### src/rtl/alu_pkg.sv
// Shared ALU definitions: ALUControl encodings used by the decoder and the
// execute unit, plus the execute unit's FSM state type.
package alu_pkg;

    localparam logic [2:0] ALU_AND = 3'b000;
    localparam logic [2:0] ALU_OR  = 3'b001;
    localparam logic [2:0] ALU_ADD = 3'b010;
    localparam logic [2:0] ALU_XOR = 3'b011;
    localparam logic [2:0] ALU_SUB = 3'b100;
    localparam logic [2:0] ALU_MUL = 3'b101;
    localparam logic [2:0] ALU_SLT = 3'b110;
    localparam logic [2:0] ALU_NOR = 3'b111;

    typedef enum logic {
        IDLE = 1'b0,
        MUL  = 1'b1
    } exec_state_t;

endpackage

### src/rtl/mul_shift_add.sv
// Iterative shift-add multiplier datapath: one multiplier bit per step,
// fixed WIDTH steps, low WIDTH bits of the product kept.
module mul_shift_add
    import alu_pkg::*;
#(
    parameter int WIDTH = 32
) (
    input  logic             clk,
    input  logic             rst_n,
    input  logic             load,
    input  logic             step,
    input  logic [WIDTH-1:0] a,
    input  logic [WIDTH-1:0] b,
    output logic [WIDTH-1:0] acc_next,
    output logic             last
);

    localparam int CW = $clog2(WIDTH) + 1;
    localparam logic [CW-1:0] LAST_COUNT = CW'(WIDTH - 1);

    logic [WIDTH-1:0] multiplicand;
    logic [WIDTH-1:0] multiplier;
    logic [WIDTH-1:0] acc;
    logic [CW-1:0]    count;

    // acc_next already includes the current step so the final product is
    // available combinationally on the last iteration edge.
    assign acc_next = multiplier[0] ? (acc + multiplicand) : acc;
    assign last     = (count == LAST_COUNT);

    always_ff @(posedge clk or negedge rst_n) begin
        if (!rst_n) begin
            multiplicand <= '0;
            multiplier   <= '0;
            acc          <= '0;
            count        <= '0;
        end else if (load) begin
            multiplicand <= a;
            multiplier   <= b;
            acc          <= '0;
            count        <= '0;
        end else if (step) begin
            acc          <= acc_next;
            multiplicand <= multiplicand << 1;
            multiplier   <= multiplier >> 1;
            count        <= count + CW'(1);
        end
    end

endmodule

### src/rtl/alu_exec_unit.sv
// Registered execute unit: single-cycle ADD/SUB/SLT/logic ops and a
// WIDTH-cycle iterative MUL, with registered Result/Zero and a Done pulse.
module alu_exec_unit
    import alu_pkg::*;
#(
    parameter int WIDTH = 32
) (
    input  logic             clk,
    input  logic             rst_n,
    input  logic             Start,
    input  logic [2:0]       ALUControl,
    input  logic [WIDTH-1:0] SrcA,
    input  logic [WIDTH-1:0] SrcB,
    output logic [WIDTH-1:0] Result,
    output logic             Zero,
    output logic             Busy,
    output logic             Done
);

    exec_state_t      state;
    exec_state_t      state_next;
    logic [WIDTH-1:0] op_result;
    logic [WIDTH-1:0] acc_next;
    logic [WIDTH-1:0] result_q;
    logic [WIDTH-1:0] result_d;
    logic             zero_q;
    logic             zero_d;
    logic             done_q;
    logic             done_d;
    logic             mul_load;
    logic             mul_step;
    logic             mul_last;

    always_comb begin
        op_result = '0;
        case (ALUControl)
            ALU_AND: op_result = SrcA & SrcB;
            ALU_OR:  op_result = SrcA | SrcB;
            ALU_ADD: op_result = SrcA + SrcB;
            ALU_XOR: op_result = SrcA ^ SrcB;
            ALU_SUB: op_result = SrcA - SrcB;
            ALU_SLT: op_result = {{(WIDTH-1){1'b0}}, ($signed(SrcA) < $signed(SrcB))};
            ALU_NOR: op_result = ~(SrcA | SrcB);
            default: op_result = '0;
        endcase
    end

    mul_shift_add #(
        .WIDTH(WIDTH)
    ) u_mul (
        .clk      (clk),
        .rst_n    (rst_n),
        .load     (mul_load),
        .step     (mul_step),
        .a        (SrcA),
        .b        (SrcB),
        .acc_next (acc_next),
        .last     (mul_last)
    );

    // Start is only looked at in IDLE, so requests during a MUL are dropped.
    always_comb begin
        state_next = state;
        result_d   = result_q;
        zero_d     = zero_q;
        done_d     = 1'b0;
        mul_load   = 1'b0;
        mul_step   = 1'b0;
        case (state)
            IDLE: begin
                if (Start) begin
                    if (ALUControl == ALU_MUL) begin
                        mul_load   = 1'b1;
                        state_next = MUL;
                    end else begin
                        result_d = op_result;
                        zero_d   = (op_result == '0);
                        done_d   = 1'b1;
                    end
                end
            end
            MUL: begin
                mul_step = 1'b1;
                if (mul_last) begin
                    result_d   = acc_next;
                    zero_d     = (acc_next == '0);
                    done_d     = 1'b1;
                    state_next = IDLE;
                end
            end
            default: state_next = IDLE;
        endcase
    end

    always_ff @(posedge clk or negedge rst_n) begin
        if (!rst_n) begin
            state    <= IDLE;
            result_q <= '0;
            zero_q   <= 1'b1;
            done_q   <= 1'b0;
        end else begin
            state    <= state_next;
            result_q <= result_d;
            zero_q   <= zero_d;
            done_q   <= done_d;
        end
    end

    assign Result = result_q;
    assign Zero   = zero_q;
    assign Done   = done_q;
    assign Busy   = (state == MUL);

endmodule
### config.mk
export PLATFORM = sky130hd
export DESIGN_NAME = alu_exec_unit
export DESIGN_NICKNAME = d
export VERILOG_FILES = /design/src/rtl/alu_pkg.sv /design/src/rtl/mul_shift_add.sv /design/src/rtl/alu_exec_unit.sv
export SDC_FILE = /design/constraint.sdc
export NUM_CORES = 1
export LEC_CHECK = 0
export CAP_MARGIN = 10
export CELL_PAD_IN_SITES_DETAIL_PLACEMENT = 1
export CELL_PAD_IN_SITES_GLOBAL_PLACEMENT = 2
export CORE_ASPECT_RATIO = 1.75
export CORE_UTILIZATION = 32
export CTS_CLUSTER_SIZE = 16
export DETAILED_ROUTE_END_ITERATION = 10
export GPL_ROUTABILITY_DRIVEN = 0
export GPL_TIMING_DRIVEN = 0
export PLACE_DENSITY = 0.88
export REMOVE_ABC_BUFFERS = 1
export SLEW_MARGIN = 25
export SYNTH_ARGS = -nofsm -noshare
export SYNTH_HDL_FRONTEND = slang
export SYNTH_SLANG_ARGS = --single-unit
### constraint.sdc
create_clock -name clk -period 3.2 [get_ports clk]
set_input_delay 0.64 -clock clk [delete_from_list [all_inputs] [get_ports clk]]
set_output_delay 0.64 -clock clk [all_outputs]
set_load 0.01 [all_outputs]
# Word-level counts from Yosys, hierarchy flattened
# Cells that the tools add are included.
[totals]
ramBits = 0
output_inout_bits = 35
mem_bits_ro = 0
elab_cells = 62
n_memories = 0
register_bits = 137
inputBits = 70
latchBits = 0
[classes]
n_mul = 0
div = 0
reduce_logical = 5
magnitude_cmp = 1
addsub = 4
bitwise = 5
mux = 28
eq_ne = 11
shift = 0
[op_table]
columns = ["cell", "n"]
rows = [
  ["$mux W32", 10],
  ["$pmux W32 S7", 1],
  ["$add A32 B32 Y32", 2],
  ["$logic_not A32 Y1", 2],
  ["$pmux W32 S2", 1],
  ["$and A32 B32 Y32", 1],
  ["$lt A32 B32 Y1", 1],
  ["$not A32 Y32", 1],
  ["$or A32 B32 Y32", 1],
  ["$sub A32 B32 Y32", 1],
  ["$xor A32 B32 Y32", 1],
  ["$eq A3 B3 Y1 const B", 4],
  ["$mux W6", 2],
  ["$mux W1", 11],
  ["$add A6 B1 Y6 const B", 1],
  ["$eq A3 B2 Y1 const B", 2],
  ["$eq A6 B5 Y1 const B", 1],
  ["$pmux W1 S2", 3],
  ["$ne A2 B2 Y1 const B", 2],
  ["$eq A3 B1 Y1 const B", 1],
  ["$logic_not A3 Y1", 1],
  ["$reduce_and A3 Y1", 1],
  ["$ne A2 B1 Y1 const B", 1],
  ["$reduce_bool A2 Y1", 1],
  ["$not A1 Y1", 1],
]

# Logic depth before layout (Yosys ltp)
# Gate-level depths: netlist of run 1.
[depth]
ltp_word = 7
depth_mapped = 14
mapped_depth_nobuf = 14

# Hierarchy
# From an unflattened synthesis of run 1, not the netlist that was laid out.
[unflattened]
cells_unflattened = 1909
hier_area_um2 = 14676.6
[by_module_without_submodules]
columns = ["mod", "n_inst", "area_each_um2", "cells_per_inst", "seq_area_each_um2"]
rows = [
  ["alu_exec_unit", 1, 8018.9, 1170, 877.1],
  ["mul_shift_add", 1, 6657.6, 739, 2552.4],
]

# Worst setup path after synthesis of run 1
# No wires, ideal clock.
[synth_timing]
path_type = "input to register"
start = "input port SrcA[0]"
end = "register zero_q (netlist: Zero)"
arrival_ns = 3.445
setup_time_ns = 0.091
slack_ns = -0.336
stages = 14
path_buffers = 0
required_ns = 3.109
path_cell_list = "inv_1 ha_1 fa_1 nor2_1 o311ai_2 a2111oi_4 o211ai_1 nand2_1 a31oi_1 a211o_1 a221o_1 nor4b_1 nand4_1 o31ai_1"
[synth_via]
elab_chain_len = 7
word_cells_on_any_way = 12
classes_between = "add/sub: 2; order compare: 1; mux: 4; bitwise: 4; reduce/logical: 1"
[synth_rtl]
columns = ["item", "line_no", "text"]
rows = [
  ["start, declared", "alu_exec_unit.sv:12", "input logic [WIDTH-1:0] SrcA,"],
  ["parallel branches: the longest is 2 deep, another holds $sub A32 B32 Y32", "-", ""],
  ["$pmux W32 S7 (*)", "alu_exec_unit.sv:36", "case (ALUControl)"],
  ["$logic_not A32 Y1 (*)", "alu_exec_unit.sv:77", "zero_d = (op_result == '0);"],
  ["$mux W1 (*)", "alu_exec_unit.sv:72", "if (ALUControl == ALU_MUL) begin"],
  ["$mux W1 (*)", "alu_exec_unit.sv:71", "if (Start) begin"],
  ["$pmux W1 S2 (*)", "alu_exec_unit.sv:69", "case (state)"],
  ["end signal, assigned", "alu_exec_unit.sv:104", "zero_q <= zero_d;"],
  ["end, declared", "alu_exec_unit.sv:26", "logic zero_q;"],
]
# Every way passes the cells marked *. The select of a mux whose other input is x is not followed.
# A chain may end at the register's enable or synchronous reset.

# Worst setup path after layout of run 1
[layout_timing]
start = "input port ALUControl[0]"
end = "register zero_q (netlist: Zero)"
[layout_via]
elab_chain_len = 6
word_cells_on_any_way = 15
classes_between = "eq/ne: 8; mux: 4; reduce/logical: 3"
[layout_rtl]
columns = ["item", "line_no", "text"]
rows = [
  ["start, declared", "alu_exec_unit.sv:11", "input logic [2:0] ALUControl,"],
  ["$eq A3 B3 Y1 (tied with other cells)", "alu_exec_unit.sv:36", ""],
  ["$pmux W32 S7", "alu_exec_unit.sv:36", ""],
  ["$logic_not A32 Y1", "alu_exec_unit.sv:77", ""],
  ["$mux W1", "alu_exec_unit.sv:72", ""],
  ["$mux W1", "alu_exec_unit.sv:71", ""],
  ["$pmux W1 S2", "alu_exec_unit.sv:69", ""],
]
# Parallel ways exist; a longest one is shown, timed or not. The select of a mux whose other input is x is not followed.

==> results of run 1 <==
[area by class of cell]
| class | instances | area, um^2 | area share, % |
|---|---|---|---|
| Antenna cell | 1 | 2.502 | 0.01245 |
| Inverter | 117 | 524.3 | 2.609 |
| Clock buffer | 19 | 452.9 | 2.254 |
| Clock inverter | 13 | 156.4 | 0.7782 |
| Tap cell | 577 | 721.9 | 3.592 |
| Sequential cell | 137 | 3436 | 17.10 |
| Timing Repair Buffer | 281 | 2673 | 13.30 |
| Multi-Input combinational cell | 1568 | 12130 | 60.36 |
[cells in the final DEF, fill, tap and decap left out, types with 14 or more instances in the layout]
master / Yosys / layout
inv_1: 115 / 73
o21a_1: 21 / 20
o21ai_0: 164 / 148
nor2_1: 175 / 159
mux2_2: 15 / 15
clkbuf_16: 0 / 17
nand3_1: 45 / 38
buf_4: 0 / 143
buf_6: 1 / 26
clkdlybuf4s50_1: 0 / 62
dfrtp_1: 136 / 133
a21oi_1: 212 / 182
a211oi_1: 22 / 14
nand4_1: 19 / 19
o211ai_1: 34 / 34
nor2b_1: 30 / 25
inv_2: 0 / 23
a21oi_2: 3 / 20
buf_12: 0 / 15
nand2_1: 231 / 223
nand2b_1: 16 / 15
nor3_1: 33 / 23
mux2i_1: 38 / 35
a21o_1: 25 / 25
ha_1: 140 / 94
ha_4: 0 / 35
xnor2_1: 18 / 17
[layer usage]
metal | global-route usage [%] | up-vias
met2 | 50.66 | 889
met5 | 0 | -
met3 | 4.407 | 413
met1 | 29.64 | 8481
met4 | 24.46 | 0
li1 | - | 7434
[cell families after synthesis]
kind of cell    count (synthesis)  share of synthesized area [%]
mux                            54                          3.920
compound gates                694                          31.16
simple gates                  648                          20.84
buf+inv                       250                          6.648
xor+xnor                       25                          1.501
flops                         137                          23.51
fa+ha+maj                     143                          12.42
[through the flow]
step | setup slack [ns] | TNS, ns
after global placement | -7.130 | -1227.01
final | -0.6700 | -2.883
after detailed placement | -2.332 | -81.19
after global routing | -0.7220 | -4.341
after floorplan | -3.577 | -170.50
after CTS | -0.3956 | -0.8583
[critical path, stage by stage]
cell	delay (ns)
buf_2	0.30
buf_12	0.22
nor3b_4	0.11
buf_6	0.19
o2bb2ai_1	0.16
a221oi_2	0.38
nand4_1	0.17
nor4b_1	0.39
nand4b_1	0.29
nor4_4	0.43
nand4b_1	0.20
nor4_4	0.36
nand4_1	0.16
o31ai_1	0.22
[sequential cells by signal (all words and copies together), names as in the netlist]
name and flops:
Result 32, u_mul.acc 32, u_mul.multiplicand 32, u_mul.multiplier 32
u_mul.count 6, Busy 1, Done 1, Zero 1
[power groups by stage]
stage	Combinational (mW)	Clock, mW	Sequential (mW)
finish	6.99	2.18	2.94
floorplan	3.31	0	3.03
global route	7.49	2.27	3.01
global placement	5.00	0	3.16
CTS	6.37	2.21	2.91
detailed placement	5.43	0	3.00
[timing repair]
action | in CTS | in global routing
setup endpoints to repair | 90 | 21
gates cloned | 5 | 0
resized for setup | 457 | 171
pin swaps | 124 | 106
setup buffers | 117 | 46
[worst paths after layout]
path                                         end  slack, ns  depth (start not counted)
setup / recovery                            Zero      -0.67                         14
hold / removal                        Result[28]       0.15                          1
setup reg to reg                            Zero      -0.53                         12
hold reg to reg              u_mul.multiplier[5]       0.50                          2
max in group asynchronous  u_mul.multiplicand[0]       2.23                          2
min in group clk           u_mul.multiplicand[0]       0.45                          3
==> out/results.tsv, run 1 <==
metric	value	unit
status	complete, but fails checks	
violations	setup timing	
io_buffers	104	
setup_violations	15	
dieArea	0.04647	mm^2
fill_cells	5311	
endpoint_kind	flip-flop	
dpl.hpwl	43810	um
syn_to_final_growth	37.78	%
post_drt_wl_per_cell	26.58	um
fmax	258.4	MHz
die_height	284.4	um
numCtsBuffers	17	
drv_slew	0	
dpl_cell_area	0.01613	mm^2
avgSynthCellArea	7.476	um^2
ys_ff_latch	137	
crit_fanout	17	
ir_worst_vdd	381.4	uV
min_period	3.870	ns
clkTransAtPathRegs	0.07	ns
num_rows	103	
antenna_left	0	
die_w	163.4	um
start_kind	input port	
post-route-util	44.55	%
p_sw	5.628	mW
async_flop_share	100.0	%
drt_iter0_markers	1568	
core	0.04511	mm^2
crit_arrival	4.25	ns
grt_usage	28.90	%
routed.top_layer	met4	
leakagePower	8.188	nW
synth_edf_count	0	
combPwrFrac	57.7	%
wl	72110	um
synthFlopType	dfrtp_1	
route.met3.wl	4607	um
cap_violations	0	
wl_met2	35630	um
postSynthCellCount	1951	
grt_max_degree	80	
drc	0	
pin_count	105	
floorplan.initialDensity	32.34	%
intPower	6.481	mW
fin_nets	2335	
holdBufCountCts	0	
layout_setup_ws	-0.6700	ns
wl_met1	25120	um
grt-ovfl-total	0	
antenna_found_initial	1	
syn_area	0.01459	mm^2
whs	0.1547	ns
cts-htree-levels	4	
vias	17217	
grt_pass1_vias	18055	
final_area	0.02010	mm^2
hp-class	in -> async	
max_slew.worst_pin.slew	1.064	ns
rr_startpoint	u_mul.count[0]	
fin_crit_sh	120.9	%
clk_latency	0.47	ns
dp_cells	2515	
powerDensity	602.5	mW/mm^2
pwr-share-seq	24.2	%
vias_per_cell	6.346	
clockPowerShare	18.0	%
crit_path_start	ALUControl[0]	
synth_common_cells	nand2_1 (231), a21oi_1 (212), nor2_1 (175), o21ai_0 (164), ha_1 (140)	
cts-root-buf	clkbuf_16	
clockBufferDepth	2	
drive_gt1_share	27.21	%
crit_type	in -> reg	
cts.sinks	137	
final_cells	2713	
relSlewSlack	28.79	%
synth_top_area_cell	dfrtp_1	
p_total	12.11	mW
yosys_warnings	0	
yosysTopAreaCellShare	23.33	%
fin_worst_skew	0.01079	ns
seq_area_frac_synth	23.51	%
synth.distinct_cells	94	
rsz0062_at_grt	yes	
cts_tree	yes	
hold_viol	0	
synthTopCellsByArea	dfrtp_1 (23%), ha_1 (12%), a21oi_1 (7.3%)	
first_pass_iters	6	
grt_pass1_wl	102900	um
yosysMostFrequentCell	nand2_1	
worstPathRequired	3.58	ns
p_sw_share	46.48	%
Note: power is estimated with default switching activity, not from simulation.
==> run 2: changes to the inputs <==
--- a/config.mk
+++ b/config.mk
@@ -5,16 +5,17 @@
 export SDC_FILE = /design/constraint.sdc
 export NUM_CORES = 1
 export LEC_CHECK = 0
+export ABC_AREA = 1
 export CAP_MARGIN = 10
 export CELL_PAD_IN_SITES_DETAIL_PLACEMENT = 1
 export CELL_PAD_IN_SITES_GLOBAL_PLACEMENT = 2
 export CORE_ASPECT_RATIO = 1.75
-export CORE_UTILIZATION = 32
+export CORE_UTILIZATION = 29
 export CTS_CLUSTER_SIZE = 16
 export DETAILED_ROUTE_END_ITERATION = 10
 export GPL_ROUTABILITY_DRIVEN = 0
 export GPL_TIMING_DRIVEN = 0
-export PLACE_DENSITY = 0.88
+export PLACE_DENSITY = 0.87
 export REMOVE_ABC_BUFFERS = 1
 export SLEW_MARGIN = 25
 export SYNTH_ARGS = -nofsm -noshare
==> run 2 against run 1 <==
  * The flow now finishes without violations
  * Final cell count up 23%
  * Largest cell class unchanged
  * Critical path depth up 6
  * Utilization down 9.2 points
  * Sequential power down 18%
  * Critical path type unchanged
  * Power down 31%
  * Register-to-register slack better by 0.71 ns
  * Clock power down 11%
  * Clock skew down 0.00098 ns
  * Largest power group unchanged
  * Combinational power down 43%
  * Maximum frequency up 22%
==> out/results.tsv, run 2 <==
metric	value	unit
status	completed	
min_period	3.162	ns
syn_to_final_growth	20.36	%
antenna_cells	0	
fin_worst_skew	0.009806	ns
pwr-share-seq	28.8	%
pin_count	105	
crit_chain	clkdlybuf4s50_1 -> inv_1 -> ha_4 -> nand2_1 -> inv_1 -> nand2_1 -> nand2_1 -> nand3b_1 -> buf_4 -> nand2_1 -> o21ai_0 -> a21oi_1 -> nand2_2 -> nor2_1 -> nand3_1 -> nor2_1 -> nand2_1 -> nand2_1 -> nand2_1 -> nand2_1	
synthFlopType	dfrtp_1	
fin_nets	2855	
drc	0	
antenna_found_initial	0	
combPwrFrac	47.8	%
cts-root-buf	clkbuf_16	
p_sw_share	45.16	%
p_total	8.329	mW
synth.distinct_cells	47	
max_slew.worst_pin.slew	0.9522	ns
avgSynthCellArea	5.929	um^2
numCtsBuffers	17	
cp_num_buf_inv	4	
worst_path_largest_cell_delay	0.53	ns
drive_gt1_share	9.043	%
leakagePower	9.837	nW
synth_compound_area_share	13.26	%
dpl.hpwl	55200	um
endpoint_kind	flip-flop	
ys_ff_latch	137	
post_drt_wl_per_cell	20.49	um
yosysMostFrequentCell	nand2_1	
vias_per_cell	5.167	
drt_iter0_markers	784	
layout_setup_ws	0.03810	ns
synth_top_area_cell	dfrtp_1	
start_kind	input port	
critPathMostFrequentCell	nand2_1	
vias	17218	
die_height	306.5	um
worstPathRequired	3.59	ns
die_w	176.0	um
relSlewSlack	36.03	%
crit_arrival	3.56	ns
hp-class	in -> async	
setup_violations	0	
p_sw	3.761	mW
grt_usage	25.47	%
floorplan.initialDensity	29.34	%
hold_viol	0	
clockBufferDepth	2	
clk_latency	0.46	ns
cts-htree-levels	4	
cts_tree	yes	
cap_violations	0	
crit_fanout	7	
slowest_stage	clkdlybuf4s50_1	
seq_area_frac_synth	22.33	%
syn_area	0.01536	mm^2
core	0.05236	mm^2
wl	68270	um
synth_top_family_by_area	simple AND/OR/NAND/NOR gates	
clkTransAtPathRegs	0.07	ns
ir_worst_vdd	323.0	uV
antenna_left	0	
rsz0062_at_grt	yes	
cp_top_family	simple AND/OR/NAND/NOR gates	
synthTopCellsByArea	dfrtp_1 (22%), nand2_1 (21%), inv_1 (12%)	
clockPowerShare	23.4	%
yosys_warnings	0	
intPower	4.568	mW
final_area	0.01849	mm^2
grt_pass1_wl	103400	um
yosys.area_share.simple	36.75	%
first_pass_iters	5	
dieArea	0.05393	mm^2
grt-ovfl-total	0	
async_flop_share	100.0	%
crit_type	in -> reg	
crit_path_start	SrcB[8]	
fin_crit_sh	98.81	%
cts.sinks	137	
detailedPlace.worstSlack	-0.9432	ns
dpl_cell_area	0.01707	mm^2
num_rows	111	
synth_xor_area_share	0.6842	%
grt_pass1_vias	18486	
fmax	316.3	MHz
postSynthCellCount	2591	
holdBufCountCts	0	
final_common_cell	nand2_1	
synth_common_cells	nand2_1 (856), inv_1 (497), nand3_1 (226), nor2_1 (224), ha_1 (140)	
yosysTopAreaCellShare	22.16	%
rr_startpoint	Busy	
synthMuxAreaShare	0.06516	%
powerDensity	450.5	mW/mm^2
grt_max_degree	94	
synth_edf_count	0	
io_buffers	104	
drv_slew	0	
final_cell_mix	nand2_1 (818), inv_1 (495), nand3_1 (204)	
synth-adder-area-share	11.79	%
[run 2: cell types whose count changed after synthesis, moves of 52 or more]
cell / before / now
nand2_1: 231 / 856
inv_1: 115 / 497
nand3_1: 45 / 226
a21oi_1: 212 / 99
o21ai_0: 164 / 68
clkbuf_1: 107 / 38
o221ai_1: 13 / 65
[run 2: layer usage]
metal  share of wire [%]  global-route usage [%]  vias to the layer above
met5                   0                       0                        -
met4                 7.9                   19.27                        0
met3                 2.8                   2.530                      197
met2                  53                   48.29                      383
met1                  36                   25.07                     8385
li1                    -                       -                     8253
[run 2: final timing paths]
path	end	slack (ns)	cells past startpoint
max	Zero	0.04	20
min	u_mul.multiplier[7]	0.17	1
max reg2reg	Result[29]	0.18	8
min reg2reg	Result[1]	0.49	1
max in group asynchronous	Zero	2.22	2
min in group clk	Result[1]	0.49	1
[run 2: what timing repair did]
action                                  in CTS  in global routing
pin swaps                                    1                  7
gates resized for setup                    106                137
setup buffers                                1                  2
endpoints found under the setup margin      33                 15
gates cloned                                 1                  0
[run 2: stage by stage]
step / setup TNS, ns / cells / util [%] / hold slack [ns]
floorplan: -156.87 / 2508 / - / 0.3444
global placement: -1221.19 / 3290 / 32.21 / 0.4769
detailed placement: -36.22 / 3297 / 32.60 / 0.4794
CTS: -0.06559 / 3330 / 34.30 / 0.1903
global route: -0.1370 / 3332 / 35.31 / 0.2213
finish: 0 / 3332 / 35.31 / 0.1690
[run 2: power by group through the flow]
stage               Clock, mW  Sequential [mW]  Combinational (mW)
CTS                      2.00             2.40                3.88
detailed placement          0             2.42                3.78
floorplan                   0             2.37                2.32
global placement            0             2.44                3.59
global route             2.05             2.44                4.42
finish                   1.95             2.40                3.98
[run 2: kinds of logic after synthesis]
| family | count (synthesis) |
|---|---|
| XOR/XNOR | 12 |
| multiplexers | 1 |
| flip-flops | 137 |
| AO/OA/AOI/OAI | 321 |
| adder cells (fa/ha/maj) | 143 |
| AND/OR/NAND/NOR | 1378 |
| buffers and inverters | 599 |
[run 2: final cells by class]
cell class | instances | area, um^2
Fill cell | 6736 | 33870
Inverter | 516 | 1953
Sequential cell | 137 | 3435
Timing Repair Buffer | 114 | 1272
Tap cell | 678 | 848.3
Clock buffer | 20 | 466.7
Multi-Input combinational cell | 1856 | 10430
Clock inverter | 11 | 88.84
